**src/rtl/pwm_multicanal.sv**
```systemverilog
// Multi-channel PWM generator with prescaler, edge/center alignment and shadowed duty registers.
// Latency: pwm_out and fin_periodo are registered, one clk after the counter value they reflect.
// Backpressure: none; duty writes are accepted every clk, invalid channels are dropped.
module pwm_multicanal #(
  parameter int R = 8,
  parameter int N = 4,
  parameter int P = 21,
  localparam int CW = (N > 1) ? $clog2(N) : 1
) (
  input  logic          clk,
  input  logic          reset,
  input  logic          en,
  input  logic [P-1:0]  presc,
  input  logic [R-1:0]  periodo,
  input  logic          modo,
  input  logic          wr_en,
  input  logic [CW-1:0] wr_ch,
  input  logic [R-1:0]  wr_ciclo,
  output logic [N-1:0]  pwm_out,
  output logic          fin_periodo
);

  localparam logic [R-1:0] ONE_R = R'(1);
  localparam logic [P-1:0] ONE_P = P'(1);

  logic [P-1:0] cnt_p;
  logic [R-1:0] q;
  logic         dir;          // 0 = counting up, 1 = counting down
  logic [R-1:0] per_act;
  logic         modo_act;
  logic [R-1:0] shadow    [N];
  logic [R-1:0] ciclo_act [N];

  logic         tick;
  logic         bound;
  logic         wr_ok;
  logic [R-1:0] q_nxt;
  logic         dir_nxt;

  // Prescaler terminal count and write-channel range check
  always_comb begin
    tick  = (cnt_p == presc);
    wr_ok = wr_en && (32'(wr_ch) < N);
  end

  // Next counter value and direction for the active mode; boundary when next Q is zero
  always_comb begin
    q_nxt   = q;
    dir_nxt = dir;
    if (!modo_act) begin
      q_nxt   = (q >= per_act) ? '0 : q + ONE_R;
      dir_nxt = 1'b0;
    end else if (!dir) begin
      if (per_act == '0) begin
        q_nxt = '0;
      end else if (q >= per_act) begin
        q_nxt   = q - ONE_R;
        dir_nxt = 1'b1;
      end else begin
        q_nxt = q + ONE_R;
      end
    end else begin
      q_nxt = q - ONE_R;
    end
    if (q_nxt == '0) begin
      dir_nxt = 1'b0;
    end
    bound = tick && (q_nxt == '0);
  end

  // Shadow duty registers; written independently of run state
  always_ff @(posedge clk or negedge reset) begin
    if (!reset) begin
      for (int i = 0; i < N; i++) shadow[i] <= '0;
    end else begin
      for (int i = 0; i < N; i++) begin
        if (wr_ok && (wr_ch == CW'(i))) shadow[i] <= wr_ciclo;
      end
    end
  end

  // Prescaler, counter, active-value loading and registered outputs
  always_ff @(posedge clk or negedge reset) begin
    if (!reset) begin
      cnt_p       <= '0;
      q           <= '0;
      dir         <= 1'b0;
      per_act     <= '0;
      modo_act    <= 1'b0;
      pwm_out     <= '0;
      fin_periodo <= 1'b0;
      for (int i = 0; i < N; i++) ciclo_act[i] <= '0;
    end else if (!en) begin
      // Idle: hold the count at zero and keep active values tracking their sources
      cnt_p       <= '0;
      q           <= '0;
      dir         <= 1'b0;
      per_act     <= periodo;
      modo_act    <= modo;
      pwm_out     <= '0;
      fin_periodo <= 1'b0;
      for (int i = 0; i < N; i++) ciclo_act[i] <= shadow[i];
    end else begin
      // A count above a freshly lowered presc wraps to zero without producing a tick
      cnt_p <= (cnt_p >= presc) ? '0 : cnt_p + ONE_P;
      if (tick) begin
        q   <= q_nxt;
        dir <= dir_nxt;
      end
      if (bound) begin
        per_act  <= periodo;
        modo_act <= modo;
        for (int i = 0; i < N; i++) ciclo_act[i] <= shadow[i];
      end
      fin_periodo <= bound;
      for (int i = 0; i < N; i++) pwm_out[i] <= (q < ciclo_act[i]);
    end
  end

endmodule

```
**config.mk**
```make
export PLATFORM = sky130hd
export DESIGN_NAME = pwm_multicanal
export DESIGN_NICKNAME = d
export VERILOG_FILES = /design/src/rtl/pwm_multicanal.sv
export SDC_FILE = /design/constraint.sdc
export NUM_CORES = 1
export LEC_CHECK = 0
export ABC_AREA = 1
export BUFFER_PORTS_ARGS = -buffer_cell sky130_fd_sc_hd__buf_4
export CAP_MARGIN = 25
export CORE_MARGIN = 2
export CORE_UTILIZATION = 45
export DETAILED_ROUTE_END_ITERATION = 10
export SYNTH_ARGS = -nofsm -noshare
export SYNTH_HDL_FRONTEND = slang
export SYNTH_SLANG_ARGS = --single-unit
```
**constraint.sdc**
```tcl
create_clock -name clk -period 3.9 [get_ports clk]
set_input_delay 0.585 -clock clk [delete_from_list [all_inputs] [get_ports clk]]
set_output_delay 0.585 -clock clk [all_outputs]
set_load 0.02 [all_outputs]
```
==> impl_metrics.tcl, run 1 <==
set metrics [dict create \
    slew_viol_final 0 \
    worstHoldPathType "input port to async pin" \
    fin_cells 1007 \
    dr.first_iter.drc_count 298 \
    dp_cells 990 \
    relSlewSlack_pct 54.0 \
    post_cts_buffers 0 \
    cts_htree_levels 3 \
    outcome "complete, no violations" \
    fin_nets 926 \
    syn_area_mm2 0.00632 \
    max-cap-violations 0 \
    p_per_area_mw_per_mm2 366 \
    first_pass_iters 5 \
    rsz0062_at_grt "no" \
    fmax_ghz 0.327 \
    totalWireLength_um 14300 \
    r2r-end "ciclo_act[19]$_DFFE_PN0P_" \
    leakage_uw 0.00381 \
    yosysUniqueCellTypes 37 \
    dp_hpwl_um 10300 \
    die_w_um 122 \
    grt_usage_pct 20.3 \
    cts_tree "done" \
    viasPerCell 5.16 \
    synth-seq-cells 108 \
    layout_min_cycle_time_ns 3.06 \
    final_common_cell "nand2_1" \
    cts.repair.resized 0 \
    finalSetupTns_ns 0 \
    ant_nets 0 \
    fin_skew_ns 0.00674 \
    diodes 0 \
    antenna_found_initial 0 \
    grt.overflow.total 0 \
    grt_pass1_wl_um 24000 \
    clk_pin_slew_worst_paths_ns 0.07 \
    finalHoldViolCount 0 \
    cts_root_buffer "clkbuf_16" \
    row_count 43 \
    cp_slowest_cell "dfrtp_1" \
    clock_path_buffers 2 \
    die_area_mm2 0.0150 \
    ir_worst_vdd_mv 0.252 \
    gp_congestion 0.831 \
    reg2reg_slack_ns 0.84 \
    grt_start_max_net_pins 75 \
    core_mm2 0.0138 \
    place_ws_ns 0.846 \
    clock-sinks 108 \
    final_cell_mix "198 x nand2_1, 108 x dfrtp_1, 106 x inv_1" \
    layout-drive-gt1-share_pct 10.5 \
    synthCells 782 \
    start_util_pct 45.9 \
    p_total_uw 2610 \
    hold_buffers 0 \
    fp.dieH_um 122 \
    critPathBufInv 1 \
    areaGrowthSynthToFinish_pct 12.7 \
    worst_pin_slew_ns 0.688 \
    clock_latency_ns 0.35 \
    min_period_over_period_pct 78.4 \
    required_ns 4.19 \
    vias 5192 \
    crit_fanout 41 \
    wl_per_cell_um 14.2 \
    cts_buffers 9 \
    worst_slack_ns 0.842 \
    slowest_delay_ns 0.72 \
    startpoint_type "flip-flop" \
    r2r-start "q[5]$_DFFE_PN0P_" \
    finalSetupViolCount 0 \
    pin_count 49 \
    crit_path_end_kind "flip-flop" \
    ys_warn_count 0 \
    synthesis.nets 886 \
    worstPathCellList "ha_1, a21oi_1, nor2_1, nor2_1, nand3_2, nand3_1, nand2_1, inv_2, nand2_1, nor2_1, nand3_2, nand2_4, nand2_1, nand2_1" \
    port_buffers 48 \
    syn_avg_cell_area_um2 8.08 \
    ys_seq_area_share_pct 42.8 \
    critPathKind "flip-flop to flip-flop" \
    cpMostUsedCell "nand2_1" \
    cp_top_family "simple AND/OR/NAND/NOR gates" \
    grt_pass1_vias 5006 \
    fillCellCount 1353 \
    arrival_ns 3.35 \
    ff2ff_path_depth 14 \
    drc 0 \
]
[registers in the layout, indices dropped and copies added, names as in the netlist]
signal / count
dir: 1
pwm_out: 4
cnt_p: 21
fin_periodo: 1
ciclo_act: 32
q: 8
shadow: 32
per_act: 8
modo_act: 1
[Yosys cell counts]
| cell type | instances | area [um^2] |
|---|---|---|
| nand2_1 | 198 | 743 |
| dfrtp_1 | 108 | 2700 |
| inv_1 | 106 | 398 |
| nand3_1 | 72 | 360 |
| ha_1 | 60 | 751 |
| o21ai_0 | 49 | 245 |
| nor2_1 | 33 | 124 |
| a21oi_1 | 25 | 125 |
| nor3_1 | 22 | 110 |
| xor2_1 | 16 | 140 |
| nand4_1 | 15 | 93.8 |
| clkbuf_1 | 9 | 33.8 |
| inv_2 | 6 | 22.5 |
| xnor2_1 | 6 | 52.6 |
| buf_2 | 5 | 25.0 |
| a21boi_0 | 4 | 30.0 |
| buf_1 | 4 | 15.0 |
| buf_6 | 4 | 45.0 |
| nand3_2 | 4 | 40.0 |
| nor4_1 | 4 | 25.0 |
| o211ai_1 | 4 | 30.0 |
| clkinv_1 | 3 | 11.3 |
| nand3b_1 | 3 | 22.5 |
| nor2_2 | 3 | 18.8 |
| o21ai_1 | 3 | 15.0 |
| a21o_1 | 2 | 15.0 |
| buf_4 | 2 | 15.0 |
| nand2_2 | 2 | 12.5 |
| o21a_1 | 2 | 15.0 |
| a2111oi_0 | 1 | 8.76 |
| a211oi_1 | 1 | 7.51 |
| a22o_1 | 1 | 8.76 |
| nand2_4 | 1 | 11.3 |
| nor2_4 | 1 | 11.3 |
| nor3_2 | 1 | 10.0 |
| nor3_4 | 1 | 16.3 |
| o21bai_1 | 1 | 7.51 |
[area by class of cell]
type	instances	area [um^2]	share of cell area, %
repair buffers	53	410	5.76
flip-flops and latches	108	2700	37.9
inverters	115	432	6.06
well taps	180	225	3.16
clock inverters	6	72.6	1.02
clock buffers	10	229	3.22
multi-input cells	535	3050	42.8
[power by group]
part           leakage, uW  total, uW  internal (uW)  switching, uW
clock network     0.000149        923            506            417
registers          0.00139       1310           1240           73.5
logic              0.00227        372            154            219
total              0.00381       2610           1900            709
[worst max path at each step]
stage                                start  depth (start not counted)                        end
after floorplan           q[5]$_DFFE_PN0P_                         14  ciclo_act[29]$_DFFE_PN0P_
after global placement    q[5]$_DFFE_PN0P_                         14  ciclo_act[19]$_DFFE_PN0P_
after detailed placement  q[5]$_DFFE_PN0P_                         14  ciclo_act[19]$_DFFE_PN0P_
after CTS                 q[5]$_DFFE_PN0P_                         14  ciclo_act[19]$_DFFE_PN0P_
after global routing      q[5]$_DFFE_PN0P_                         14  ciclo_act[19]$_DFFE_PN0P_
final                     q[5]$_DFFE_PN0P_                         14  ciclo_act[19]$_DFFE_PN0P_
[routing by layer]
layer,GRT usage [%],wire [um]
met5,0,0
met4,7.40,299
met3,2.70,561
met2,34.4,6850
met1,26.7,6610
[worst register-to-register path, delay by kind of cell (launching register included)]
family | cells | cell delay [ns]
flip-flops | 1 | 0.72
AND/OR/NAND/NOR | 11 | 1.72
AO/OA/AOI/OAI | 1 | 0.13
buffers and inverters | 1 | 0.06
adder cells (fa/ha/maj) | 1 | 0.36
[through the flow]
| step | hold WS (ns) | instance area [um^2] | util [%] |
|---|---|---|---|
| after floorplan | 0.289 | 6320 | - |
| after global placement | 0.455 | 6800 | 49.4 |
| after detailed placement | 0.456 | 6800 | 49.4 |
| after CTS | 0.416 | 7100 | 51.6 |
| after global routing | 0.217 | 7120 | 51.7 |
| final | 0.181 | 7120 | 51.7 |
[logic make-up (layout without fill, tap and decap cells)]
| family | Yosys count | after routing | synth area share (%) |
|---|---|---|---|
| fa+ha+maj | 60 | 60 | 11.9 |
| xor+xnor | 22 | 22 | 3.05 |
| simple gates | 360 | 360 | 25.3 |
| buf+inv | 139 | 184 | 8.95 |
| flops | 108 | 108 | 42.8 |
| compound gates | 93 | 93 | 8.04 |
(Power assumes the default switching activity.)
==> inputs of run 2 (changes only) <==
ABC_AREA = 0   (was 1)
PLACE_DENSITY = 0.65   (was not set)
clock period = 2.8 ns   (was 3.9 ns; I/O delays follow)
==> run 2 against run 1 <==
- the run now ends with negative setup slack left
- non-clock buffer count rose by 57
- fmax fell by 4.4%
- combinational power rose by 100%
- synthesized cell count fell by 29%
- hold slack got worse by 0.030 ns
- critical endpoint is now ciclo_act[31]$_DFFE_PN0P_
==> impl_metrics.tcl, run 2 <==
set metrics [dict create \
    antenna_found_initial 0 \
    ys_warn_count 0 \
    required_ns 3.04 \
    cp-startpoint "per_act[2]$_DFFE_PN0P_" \
    areaGrowthSynthToFinish_pct 25.7 \
    layout_min_cycle_time_ns 3.20 \
    startpoint_type "flip-flop" \
    synthCells 559 \
    outcome "complete, but fails checks" \
    synthesis.nets 663 \
    place_ws_ns -0.385 \
    wl_per_cell_um 16.7 \
    cts_tree "done" \
    place_area_mm2 0.00717 \
    p_per_area_mw_per_mm2 533 \
    syn_area_mm2 0.00616 \
    finalSetupTns_ns -14.94 \
    worst_pin_slew_ns 0.831 \
    ir_worst_vdd_mv 0.358 \
    worstHoldPathType "input port to async pin" \
    grt_pass1_wl_um 23500 \
    top_regs "ciclo_act: 32 flops, shadow: 32 flops, cnt_p: 21 flops" \
    violations "negative setup slack" \
    gp_congestion 0.899 \
    port_buffers 48 \
    first_pass_iters 4 \
    clock_latency_ns 0.36 \
    synth_edf_count 0 \
    fmax_ghz 0.313 \
    grt_start_max_net_pins 66 \
    finalSetupViolCount 42 \
    drc 0 \
    ys_seq_area_share_pct 43.9 \
    slew_viol_final 0 \
    crit_path_end_kind "flip-flop" \
    diodes 0 \
    grt_usage_pct 20.5 \
    crit_fanout 8 \
    grt_pass1_vias 4760 \
    core_mm2 0.0133 \
    start_util_pct 46.3 \
    critPathKind "flip-flop to flip-flop" \
    totalWireLength_um 14100 \
    synth-seq-cells 108 \
    fin_nets 769 \
    dp_hpwl_um 10200 \
    max-cap-violations 0 \
    clock_path_buffers 2 \
    ant_nets 0 \
    clk_pin_slew_worst_paths_ns 0.06 \
    relSlewSlack_pct 44.6 \
    yosysUniqueCellTypes 48 \
    grt.overflow.total 0 \
    synth_top_area_cell "dfrtp_1" \
    fp.dieH_um 121 \
    fin_skew_ns 0.00606 \
    min_period_over_period_pct 114 \
    clock-sinks 108 \
    cts_buffers 9 \
    synth_most_common_cell "dfrtp_1" \
    cts_root_buffer "clkbuf_16" \
    pin_count 49 \
    synth.area.top_cells "dfrtp_1 44%, mux2_2 13%, ha_1 12%" \
    dr.first_iter.drc_count 171 \
    r2r-start "per_act[2]$_DFFE_PN0P_" \
    synth_async_sr_flop_share_pct 100 \
    synth-main-ff-cell "dfrtp_1" \
    row_count 42 \
    viasPerCell 5.39 \
    yosys.area.top_type_share_pct 43.9 \
    ys_top_cells_by_count "108 x dfrtp_1, 70 x mux2_2, 62 x inv_1, 60 x ha_1, 32 x a21o_1" \
    ff2ff_path_depth 13 \
    finalHoldViolCount 0 \
    leakage_uw 0.00397 \
    rsz0062_at_grt "yes" \
    syn_avg_cell_area_um2 11.0 \
    worst_slack_ns -0.398 \
    reg2reg_slack_ns -0.40 \
    layout-drive-gt1-share_pct 33.9 \
    die_w_um 121 \
    vias 4553 \
    final_cell_mix "106 x dfrtp_1, 102 x buf_4, 60 x inv_1" \
    hold_buffers 0 \
    arrival_ns 3.44 \
    die_area_mm2 0.0146 \
    final_common_cell "dfrtp_1" \
    final_area_mm2 0.00774 \
    cts_htree_levels 3 \
]
[run 2: cell types whose count changed after synthesis, sizes merged, moves of 9 or more]
| cell | previous run | this run |
|---|---|---|
| nand2 | 201 | 14 |
| mux2 | 0 | 73 |
| nand3 | 76 | 23 |
| inv | 112 | 62 |
| o21ai | 52 | 7 |
| a21o | 2 | 32 |
| nor3 | 24 | 5 |
| nor2 | 37 | 21 |
| nor4 | 4 | 19 |
| buf | 15 | 4 |
| and3 | 0 | 9 |
[run 2: layout make-up]
type,count,area (um^2)
clock buffer,11,233
fill,1095,5560
clock inverter,4,98.8
tap,176,220
inverter,62,235
multi-input combinational,374,3340
sequential,108,2710
timing repair buffer,110,906
[run 2: repair_timing]
action | in CTS | in global routing
setup buffers | 8 | 1
endpoints found under the hold margin | 0 | 0
gates resized for setup | 19 | 9
cloned | 2 | 0
pin swaps | 2 | 3
endpoints found under the setup margin | 43 | 43
[run 2: final timing paths]
kind                                              to
max                        ciclo_act[31]$_DFFE_PN0P_
max reg2reg                ciclo_act[31]$_DFFE_PN0P_
max in group asynchronous      shadow[4]$_DFFE_PN0P_
min reg2reg                ciclo_act[29]$_DFFE_PN0P_
min                           per_act[5]$_DFFE_PN0P_
min in group clk              per_act[4]$_DFFE_PN0P_
[run 2: worst max-delay path: stages (launching register included)]
cell      delay (ns)
dfrtp_1         0.42
inv_2           0.08
ha_4            0.21
a31oi_4         0.19
nor2b_2         0.06
o2111a_2        0.27
o31a_1          0.33
a221oi_2        0.36
o22ai_2         0.16
o31ai_4         0.28
buf_6           0.17
buf_12          0.10
buf_16          0.13
mux2_4          0.30
[run 2: report_power, final]
| part | total, uW | internal, uW | switching, uW |
|---|---|---|---|
| logic | 757 | 435 | 322 |
| registers | 1940 | 1790 | 147 |
| clock network | 1430 | 871 | 558 |
[run 2: logic make-up after synthesis]
kind of cell | count (synthesis) | share of synthesized area, %
buffers and inverters | 77 | 5.18
multiplexers | 73 | 13.3
flip-flops | 108 | 43.9
AND/OR/NAND/NOR | 123 | 10.7
adder cells (fa/ha/maj) | 60 | 12.2
AO/OA/AOI/OAI | 95 | 11.4
XOR/XNOR | 23 | 3.27
[run 2: metrics by stage]
stage | hold WS (ns) | util, % | power, uW | std cells
final | 0.151 | 58.2 | 4120 | 845
after global routing | 0.220 | 58.2 | 4320 | 845
after CTS | 0.190 | 57.8 | 4140 | 844
after detailed placement | 0.490 | 53.9 | 2670 | 821
after global placement | 0.481 | 53.7 | 2610 | 819
after floorplan | 0.124 | - | 2410 | 559
[run 2: layer usage]
| layer | wire [um] | share of wire, % | vias to the layer above | track usage [%] |
|---|---|---|---|---|
| met5 | 0 | 0 | - | 0 |
| met4 | 256 | 1.8 | 0 | 6.76 |
| met3 | 446 | 3.2 | 20 | 3.48 |
| met2 | 7090 | 50 | 80 | 35.2 |
| met1 | 6330 | 45 | 2234 | 26.2 |
| li1 | - | - | 2219 | - |
==> inputs of run 3 (changes only) <==
PLACE_DENSITY = not set   (was 0.65)
SETUP_SLACK_MARGIN = 0.1   (was not set)
clock period = 4.1 ns   (was 2.8 ns; I/O delays follow)
==> run 3 against run 2 <==
- global-route usage decreased by 0.96 points
- wire length decreased by 8.2%
- the run now ends clean
- count of clock-buffer cells in the layout decreased by 1
- cell count decreased by 6.3%
- critical path type unchanged
- flip-flop and latch count unchanged
- fmax decreased by 11%
- hold slack improved by 0.081 ns
- core utilization decreased by 5.2 points
==> impl_metrics.tcl, run 3 (synthesized netlist as in run 2, its figures left out) <==
set metrics [dict create \
    grtUsageMet3_pct 5.40 \
    final_cell_mix "108 x dfrtp_1, 70 x mux2_2, 62 x inv_1" \
    dp_hpwl_um 9510 \
    finalSetupTns_ns 0 \
    cp_slowest_cell "dfrtp_1" \
    fp.dieH_um 121 \
    fillCellCount 1179 \
    min_period_over_period_pct 87.5 \
    port_buffers 48 \
    ff2ff_path_depth 11 \
    die_area_mm2 0.0146 \
    hold_buffers 0 \
    start_util_pct 46.3 \
    reg2reg_slack_ns 0.51 \
    fin_cells 792 \
    worstHoldPathType "input port to async pin" \
    grt_use_met1_pct 26.3 \
    p_per_area_mw_per_mm2 376 \
    cts_htree_levels 3 \
    totalWireLength_um 13000 \
    crit_path_end_kind "flip-flop" \
    slew_viol_final 0 \
    finalSetupViolCount 0 \
    top_regs "ciclo_act: 32 flops, shadow: 32 flops, cnt_p: 21 flops" \
    finalHoldViolCount 0 \
    cts_root_buffer "clkbuf_16" \
    viasPerCell 5.49 \
    top_usage_layer "met2" \
    arrival_ns 3.82 \
    final_common_cell "dfrtp_1" \
    wl_per_cell_um 16.4 \
    final_area_mm2 0.00705 \
    rsz0062_at_grt "no" \
    outcome "complete, no violations" \
    vias 4351 \
    r2r-start "q[0]$_DFFE_PN0P_" \
    gp_congestion 0.855 \
    pin_count 49 \
    layout-drive-gt1-share_pct 24.5 \
    ant_nets 0 \
    grt_usage_pct 19.5 \
    clock-sinks 108 \
    startpoint_type "flip-flop" \
    core_mm2 0.0133 \
    leakage_uw 0.00358 \
    diodes 0 \
    grt_start_max_net_pins 78 \
    clk_pin_slew_worst_paths_ns 0.07 \
    antenna_found_initial 0 \
    areaGrowthSynthToFinish_pct 14.4 \
    worst_pin_slew_ns 0.883 \
    die_w_um 121 \
    required_ns 4.34 \
    max-cap-violations 0 \
    fin_nets 715 \
    worstPathCellList "inv_1, ha_1, a31oi_1, nor2b_1, o2111a_1, o31a_1, a221oi_1, o22ai_1, o31ai_4, buf_12, mux2_2" \
    ir_worst_vdd_mv 0.231 \
    cts.repair.resized 0 \
    slowest_delay_ns 0.55 \
    critPathKind "flip-flop to flip-flop" \
    drc 0 \
    clock_latency_ns 0.35 \
    grt_pass1_vias 4623 \
    layout_min_cycle_time_ns 3.59 \
    row_count 42 \
    multi_input_area_mm2 0.00314 \
    crit_fanout 41 \
    place_area_mm2 0.00672 \
    fmax_ghz 0.279 \
    r2r-end "ciclo_act[8]$_DFFE_PN0P_" \
    clock_path_buffers 2 \
    dp_cells 775 \
    grt_pass1_wl_um 22500 \
    first_pass_iters 5 \
    p_total_uw 2650 \
    gr-usage-met2_pct 31.2 \
    fin_skew_ns 0.00739 \
    cts_tree "done" \
    register_area_mm2 0.00270 \
    cts_buffers 9 \
    dr.first_iter.drc_count 251 \
    post_cts_buffers 0 \
    grt.overflow.total 0 \
    relSlewSlack_pct 40.8 \
]
-- run 3: changes by cell type in the layout (fill, tap and decap cells not counted), moves of 3 or more --
cell     before  now
buf_4       102   54
mux2_2       54   70
mux2_1        0    3
buf_6         4    0
mux2_4       19    0
a21oi_2       3    0
ha_1         57   60
ha_4          3    0
a21oi_1      15   18
-- run 3: critical path, delay by kind of cell (launching register included) --
kind,cells,cell delay (ns)
mux,1,0.37
flops,1,0.55
fa+ha+maj,1,0.31
compound gates,6,1.74
simple gates,1,0.08
buf+inv,2,0.40
-- run 3: power by group --
| part | switching [uW] | leakage [uW] | internal, uW | total, uW |
|---|---|---|---|---|
| registers | 94.6 | 0.00134 | 1220 | 1320 |
| clock network | 395 | 0.000144 | 489 | 884 |
| logic | 200 | 0.00209 | 246 | 446 |
-- run 3: per-stage QoR --
stage / worst slack [ns] / util, % / hold WS, ns
floorplan: 0.807 / - / 0.319
global placement: 0.687 / 50.6 / 0.471
detailed placement: 0.574 / 50.6 / 0.483
CTS: 0.554 / 52.8 / 0.464
global route: 0.305 / 53.0 / 0.260
finish: 0.512 / 53.0 / 0.232
-- run 3: layer usage --
metal | vias up | wire length (um) | part of all wire (%)
met4 | 0 | 142 | 1.1
met3 | 10 | 632 | 4.9
li1 | 2109 | - | -
met5 | - | 0 | 0
met1 | 2147 | 6110 | 47
met2 | 85 | 6070 | 47
-- run 3: cell type report --
cell class	instances	area share [%]
multi-input cells	374	44.6
well taps	176	3.13
repair buffers	56	6.32
inverters	62	3.30
clock inverters	6	0.906
flip-flops and latches	108	38.4
clock buffers	10	3.39
-- run 3: worst max path at each step --
| stage | slack [ns] | startpoint | endpoint | cells past startpoint |
|---|---|---|---|---|
| 2_1_floorplan | 0.81 | q[0]$_DFFE_PN0P_ | modo_act$_DFFE_PN0P_ | 12 |
| 3_3_place_gp | 0.69 | q[3]$_DFFE_PN0P_ | ciclo_act[10]$_DFFE_PN0P_ | 10 |
| 3_5_place_dp | 0.57 | q[2]$_DFFE_PN0P_ | ciclo_act[25]$_DFFE_PN0P_ | 10 |
| 4_1_cts | 0.55 | q[3]$_DFFE_PN0P_ | ciclo_act[17]$_DFFE_PN0P_ | 10 |
| 5_1_grt | 0.31 | q[0]$_DFFE_PN0P_ | ciclo_act[25]$_DFFE_PN0P_ | 11 |
| 6_report | 0.51 | q[0]$_DFFE_PN0P_ | ciclo_act[8]$_DFFE_PN0P_ | 11 |
